===== config.mk =====
export PLATFORM = sky130hd
export DESIGN_NAME = uncache_axi_bridge
export DESIGN_NICKNAME = d
export VERILOG_FILES = /design/src/rtl/uncache_axi_bridge.sv
export SDC_FILE = /design/constraint.sdc
export NUM_CORES = 1
export LEC_CHECK = 0
export CAP_MARGIN = 30
export CORE_UTILIZATION = 40
export CTS_BUF_LIST = sky130_fd_sc_hd__clkbuf_8
export DETAILED_ROUTE_END_ITERATION = 8
export GPL_ROUTABILITY_DRIVEN = 0
export PLACE_DENSITY = 0.88
export RECOVER_POWER = 50
export SLEW_MARGIN = 25
export SYNTH_ARGS = -nofsm -noshare
export SYNTH_HDL_FRONTEND = slang
export SYNTH_SLANG_ARGS = --single-unit

===== constraint.sdc =====
create_clock -name clk -period 3.57 [get_ports clk]
set_input_delay 0.357 -clock clk [delete_from_list [all_inputs] [get_ports clk]]
set_output_delay 0.357 -clock clk [all_outputs]
set_load 0.005 [all_outputs]

===== src/rtl/uncache_axi_bridge.sv =====
// Uncached SRAM-like data port to single-beat AXI4 bridge.
// One request in flight; each request becomes one AR/R or AW/W/B exchange.
module uncache_axi_bridge #(
  parameter int ADDR_W = 32
) (
  input  logic              clk,
  input  logic              rst,
  // CPU side
  input  logic              req,
  input  logic              wr,
  input  logic [1:0]        size,
  input  logic [ADDR_W-1:0] addr,
  input  logic [3:0]        wstrb,
  input  logic [31:0]       wdata,
  output logic              addr_ok,
  output logic              data_ok,
  output logic [31:0]       rdata,
  // AXI read address / data
  output logic [ADDR_W-1:0] araddr,
  output logic [2:0]        arsize,
  output logic              arvalid,
  input  logic              arready,
  input  logic [31:0]       r_data,
  input  logic              rlast,
  input  logic              rvalid,
  output logic              rready,
  // AXI write address / data / response
  output logic [ADDR_W-1:0] awaddr,
  output logic [2:0]        awsize,
  output logic              awvalid,
  input  logic              awready,
  output logic [31:0]       w_data,
  output logic [3:0]        w_strb,
  output logic              wlast,
  output logic              wvalid,
  input  logic              wready,
  input  logic              bvalid,
  output logic              bready,
  // FSM state for checkers and debug
  output logic [2:0]        dbg_state
);

  typedef enum logic [2:0] {
    S_IDLE = 3'd0,
    S_AR   = 3'd1,
    S_R    = 3'd2,
    S_WR   = 3'd3,
    S_B    = 3'd4,
    S_RESP = 3'd5
  } state_t;

  state_t              state_q, state_d;
  logic [ADDR_W-1:0]   addr_q, addr_d;
  logic [1:0]          size_q, size_d;
  logic [3:0]          wstrb_q, wstrb_d;
  logic [31:0]         wdata_q, wdata_d;
  logic                wr_q, wr_d;
  logic [31:0]         rdata_q, rdata_d;
  logic                aw_done_q, aw_done_d;
  logic                w_done_q, w_done_d;

  logic                aw_fire;
  logic                w_fire;
  logic                unused_rlast;

  // The single R beat is taken whatever rlast says; arlen is always 0.
  assign unused_rlast = rlast;

  always_ff @(posedge clk or posedge rst) begin
    if (rst) begin
      state_q   <= S_IDLE;
      addr_q    <= '0;
      size_q    <= '0;
      wstrb_q   <= '0;
      wdata_q   <= '0;
      wr_q      <= 1'b0;
      rdata_q   <= '0;
      aw_done_q <= 1'b0;
      w_done_q  <= 1'b0;
    end else begin
      state_q   <= state_d;
      addr_q    <= addr_d;
      size_q    <= size_d;
      wstrb_q   <= wstrb_d;
      wdata_q   <= wdata_d;
      wr_q      <= wr_d;
      rdata_q   <= rdata_d;
      aw_done_q <= aw_done_d;
      w_done_q  <= w_done_d;
    end
  end

  // Handshake rule on every channel: a transfer happens on a rising edge where
  // valid and ready are both 1; a valid, once raised, holds with stable payload
  // until that edge, and the bridge never waits on ready before raising valid.
  assign addr_ok   = (state_q == S_IDLE) && req;
  assign data_ok   = (state_q == S_RESP);
  assign rdata     = rdata_q;

  assign arvalid   = (state_q == S_AR);
  assign araddr    = addr_q;
  assign arsize    = {1'b0, size_q};
  assign rready    = (state_q == S_R);

  assign awvalid   = (state_q == S_WR) && !aw_done_q;
  assign wvalid    = (state_q == S_WR) && !w_done_q;
  assign awaddr    = addr_q;
  assign awsize    = {1'b0, size_q};
  assign w_data    = wdata_q;
  assign w_strb    = wstrb_q;
  assign wlast     = 1'b1;
  assign bready    = (state_q == S_B);

  assign aw_fire   = awvalid && awready;
  assign w_fire    = wvalid && wready;

  assign dbg_state = state_q;

  always_comb begin
    state_d   = state_q;
    addr_d    = addr_q;
    size_d    = size_q;
    wstrb_d   = wstrb_q;
    wdata_d   = wdata_q;
    wr_d      = wr_q;
    rdata_d   = rdata_q;
    aw_done_d = aw_done_q;
    w_done_d  = w_done_q;

    case (state_q)
      S_IDLE: begin
        if (req) begin
          addr_d    = addr;
          size_d    = size;
          wstrb_d   = wstrb;
          wdata_d   = wdata;
          wr_d      = wr;
          aw_done_d = 1'b0;
          w_done_d  = 1'b0;
          state_d   = wr ? S_WR : S_AR;
        end
      end
      S_AR: begin
        if (arready) begin
          state_d = S_R;
        end
      end
      S_R: begin
        if (rvalid) begin
          rdata_d = r_data;
          state_d = S_RESP;
        end
      end
      S_WR: begin
        // AW and W complete independently; leave once both have happened,
        // which may be in the same cycle.
        aw_done_d = aw_done_q || aw_fire;
        w_done_d  = w_done_q || w_fire;
        if (aw_done_d && w_done_d) begin
          aw_done_d = 1'b0;
          w_done_d  = 1'b0;
          state_d   = S_B;
        end
      end
      S_B: begin
        if (bvalid) begin
          state_d = S_RESP;
        end
      end
      S_RESP: begin
        state_d = S_IDLE;
      end
      default: begin
        state_d = S_IDLE;
      end
    endcase
  end

  // Protocol properties: valids hold with stable payload until accepted.
  a_ar_hold: assert property (@(posedge clk) disable iff (rst)
    arvalid && !arready |=> arvalid && $stable(araddr) && $stable(arsize));
  a_aw_hold: assert property (@(posedge clk) disable iff (rst)
    awvalid && !awready |=> awvalid && $stable(awaddr) && $stable(awsize));
  a_w_hold: assert property (@(posedge clk) disable iff (rst)
    wvalid && !wready |=> wvalid && $stable(w_data) && $stable(w_strb));
  a_data_ok_pulse: assert property (@(posedge clk) disable iff (rst)
    data_ok |=> !data_ok);

endmodule


* Yosys cells after proc, flatten, opt, wreduce, memory -nomap -nowiden *
Cells that the tools add are included.

storage, ports and cells
  register bits = 107
  bits of input ports = 112
  output and inout port bits = 149
  word-level logic and storage cells = 46

cells by class
  equality and inequality tests = 10
  muxes and demuxes = 12
  reduce and logical (&&, ||, !) cells = 16

operators with widths
  kind                                                              count
  3-bit two-way mux                                                 5
  3-bit one-hot mux with 5 select lines                             1
  3-bit by 2-bit == test with 1-bit output (second input constant)  2
  3-bit == test (second input constant)                             2
  1-bit logical AND                                                 6
  2-bit != test (second input constant)                             3
  2-bit AND reduction                                               3
  5-bit AND reduction                                               1
  2-bit by 1-bit != test with 1-bit output (second input constant)  2
  1-bit one-hot mux with 2 select lines                             2
  3-bit by 1-bit == test with 1-bit output (second input constant)  1
  3-bit zero test                                                   1
  1-bit two-way mux                                                 3
  1-bit zero test                                                   2
  1-bit logical OR                                                  2
  2-bit two-way mux                                                 1
  2-bit nonzero test                                                1

* Logic depth before layout (Yosys ltp) *
  depth after elaboration = 7
  depth in mapped cells = 7
  gate-level depth less buffers = 4

* Worst setup path before layout *
OpenSTA, ideal clock, no wires.

  path type = register to register
  start point = register state_q[2] (netlist: dbg_state[2])
  end point = register rdata_q[0] (netlist: rdata[0])
  library setup time = 0.125 ns
  arrival = 1.500 ns
  required time = 3.445 ns
  slack = 1.945 ns
  cell stages (with the launch flop) = 8
  buffers on the path = 3
  clock period less this slack = 1.625 ns
  cells stage by stage = dfrtp_1 buf_4 nand2b_1 nor2_2 and2_1 buf_6 buf_12 mux2_4

between the ends
  longest elaborated chain between the ends = 2

ends and longest elaborated chain
  element                                   RTL line  text
  from (decl)                               52        state_t state_q, state_d;
  from (signal assigned)                    81        state_q <= state_d;
  3-bit by 2-bit == test with 1-bit output  -
  via rready                                26        output logic rready,
  2-bit AND reduction (no line)             -
  to (signal assigned)                      87        rdata_q <= rdata_d;
  to (decl)                                 58        logic [31:0] rdata_q, rdata_d;

The timed path passes the listed nets, and every way through them passes these cells.
A chain may end at the register's enable or synchronous reset.

* Worst setup path in the final report *
  start point = register state_q[1] (netlist: dbg_state[1])
  end point = output wvalid

between the ends
  longest elaborated chain between the ends = 2

ends and longest elaborated chain
  element                                   RTL line  text
  3-bit by 2-bit == test with 1-bit output  106       assign wvalid = (state_q == S_WR) && !w_done_q;
  1-bit logical AND                         106
  to (decl)                                 35        output logic wvalid,

Every way passes these cells.

==> flow_metrics.py <==
metrics = {
    "timing": {
        "fin_skew_ns": 0.0128,
        "final_hold_viol_count": 0,
        "slew_violations": 48,
        "rsz0062_at_grt": "false",
        "slew_headroom_pct": -42.4,
        "fmax_mhz": 423,
        "post-route-period-util_pct": 66.2,
        "fin_setup_tns_ns": 0,
        "tightest_slew_ns": 2.12,
        "fin_crit_ns": 2.36,
        "setup_viol": 0,
    },
    "final_layout": {
        "final_nets": 631,
        "design_area_um2": 7200,
        "syn2layout_area_growth_pct": 54.8,
        "final_cell_mix": "183 x clkdlybuf4s50_1, 107 x dfrtp_1, 73 x dlygate4sd3_1",
        "n_antenna_cell": 0,
        "drive_gt1_share_pct": 10.9,
        "num-fill-cells": 881,
        "instances_no_fill": 666,
        "final_common_cell": "clkdlybuf4s50_1",
    },
    "global_route": {
        "grt_first_pass_wirelength_mm": 16.1,
        "grt_max_degree": 72,
        "antenna_found_initial": 0,
        "grt_pass1_vias": 3204,
        "overflow": 0,
        "grt_use_total_pct": 17.8,
    },
    "logic_synthesis": {
        "netlist_top_cells_area": "dfrtp_1 58%, mux2_1 17%, mux2_4 9.7%, buf_4 6.5%, buf_6 2.2%",
        "netlist_instances": 299,
        "yosysWarnings": 0,
        "synth.avg_cell_area_um2": 15.6,
        "async_reset_ff_share_pct": 100,
        "ys_seq_elements": 107,
        "synth_top_flop_cell": "dfrtp_1",
        "synth_edf_count": 0,
        "synthesis.area_um2": 4650,
        "synth_cell_types": 28,
        "synth_top_area_cell": "dfrtp_1",
        "synth_top_area_share_pct": 57.6,
        "synth-seq-area-share_pct": 57.6,
    },
    "worst_setup_path": {
        "worst_path_max_delay_cell": "dfrtp_1",
        "critical_path_class": "flip-flop to primary output",
        "critPathRequiredTime_ns": 3.21,
        "reg2reg_from": "dbg_state[1]$_DFFE_PP0P_",
        "critical_path.startpoint": "dbg_state[1]$_DFFE_PP0P_",
        "end_kind": "primary output",
        "rr_endpoint": "rdata[0]$_DFFE_PP0P_",
        "reg2reg_setup_slack_ns": 1.31,
        "max_stage_delay_ns": 0.63,
        "arrival_ns": 2.01,
        "reg2regPathDepth": 5,
        "cp_max_fo": 14,
        "path_cells": "nand3b_1 > nor2_1 > clkdlybuf4s50_1",
        "cp-start-kind": "flip-flop",
    },
    "power": {
        "total_leakage_power_nw": 3.05,
        "vdd_drop_max_uv": 538,
        "p_total_mw": 5.83,
        "powerDensity_nw_per_um2": 810,
    },
    "hold_path": {
        "holdPathEnd": "w_data[19]$_DFFE_PP0P_",
        "hold_start": "w_data[19]$_DFFE_PP0P_",
        "hold_depth": 1,
        "hold_class": "flip-flop to flip-flop",
    },
    "floorplanning": {
        "dieWidth_um": 110,
        "die_h_um": 110,
        "top_level_ports": 261,
        "coreArea_um2": 11400,
        "start_util_pct": 40.9,
        "die_area_um2": 12100,
        "num_rows": 39,
    },
    "placed_design": {
        "hpwl_mm": 8.42,
        "dpl-instance-area_um2": 7000,
        "dp_cells": 651,
        "port_buffers": 256,
    },
    "clock_tree": {
        "clk_pin_slew_ns": 0.09,
        "clock_sinks": 107,
        "clk_path_buf_depth": 2,
        "clk_latency_ns": 0.36,
        "cts_tree": "yes",
        "ctsHoldBuffers": 0,
        "cts_setup_buffers": 0,
        "cts-buffers-inserted": 9,
        "cts_max_level": 3,
        "cts.root.buffer_cell": "clkbuf_8",
        "cts.repair.resized": 0,
    },
    "detailed_routing": {
        "dr.pass1.iters": 4,
        "remaining_drc_errors": 0,
        "postRouteAntennaNets": 0,
        "vias": 3180,
        "wire_per_inst_um": 16.5,
        "drtIter0Drc": 88,
        "drt_wl_total_mm": 11.0,
        "via_per_inst": 4.77,
    },
    "outcome": {
        "violations": "max-capacitance violations, max-slew violations",
        "outcome": "complete, but fails checks",
    },
    "job": {
        "drv_cap": 1,
    },
}
## Yosys cell counts (2+ instances only)
| master | count |
|---|---|
| conb_1 | 2 |
| inv_1 | 3 |
| buf_4 | 40 |
| nor2_1 | 6 |
| mux2_4 | 30 |
| nor3_1 | 3 |
| mux2_2 | 3 |
| dfrtp_1 | 107 |
| nor3b_1 | 4 |
| mux2_1 | 70 |
| nand2_1 | 2 |
| buf_12 | 3 |
| nand2b_1 | 2 |
| nand3_1 | 2 |
| buf_6 | 9 |
## logic make-up after synthesis
family          count (synthesis)  share of synthesized area (%)
buf+inv                        55                           10.2
flops                         107                           57.6
other cells                     2                          0.161
simple gates                   24                           3.26
mux                           104                           27.6
compound gates                  7                           1.26
## report_power, final
group / internal (mW) / switching [mW] / leakage (nW) / total, mW
Clock: 0.393 / 0.405 / 0.102 / 0.798
Sequential: 1.83 / 0.399 / 1.27 / 2.23
Combinational: 1.95 / 0.862 / 1.67 / 2.81
## state kept, by name (all words and copies together) (netlist names)
register	flops
araddr	32
rdata	32
w_data	32
w_strb	4
dbg_state	3
size_q	2
aw_done_q	1
w_done_q	1
## critical path: cells and delay by family (launching register included)
family,cells,cell delay (ns)
DFF,1,0.63
buffers and inverters,1,0.55
and+or+nand+nor,2,0.47
## layout make-up
cell class / instances / area [µm²] / area share (%)
clock inverters: 6 / 88.8 / 1.23
clock buffers: 9 / 124 / 1.72
repair buffers: 260 / 2620 / 36.4
well taps: 143 / 179 / 2.48
inverters: 3 / 12.5 / 0.174
multi-input cells: 138 / 1500 / 20.9
flip-flops and latches: 107 / 2680 / 37.2
## worst max-delay path by stage
stage / end / slack [ns] / cells past startpoint
5_1_grt: wvalid / 1.02 / 3
3_3_place_gp: rdata[28]$_DFFE_PP0P_ / 1.36 / 5
3_5_place_dp: rdata[30]$_DFFE_PP0P_ / 1.27 / 5
6_report: wvalid / 1.21 / 3
2_1_floorplan: araddr[0]$_DFFE_PP0P_ / 0.40 / 1
4_1_cts: addr_ok / 1.20 / 2
## metrics by stage
stage	hold slack (ns)	utilization, %	setup WS (ns)
floorplan	0.482	-	0.396
global placement	0.468	61.6	1.36
detailed placement	0.475	61.6	1.27
CTS	0.413	63.5	1.20
global route	0.510	63.3	1.02
finish	0.490	63.3	1.21
## metal layers
| metal | wire length (µm) | vias up | track usage, % | part of all wire, % |
|---|---|---|---|---|
| li1 | - | 1426 | - | - |
| met2 | 6010 | 144 | 32.1 | 55 |
| met4 | 280 | 0 | 9.33 | 2.5 |
| met1 | 3970 | 1589 | 19.8 | 36 |
| met3 | 753 | 21 | 3.44 | 6.8 |
| met5 | 0 | - | 0 | 0 |
Note: power is estimated with default switching activity, not from simulation.
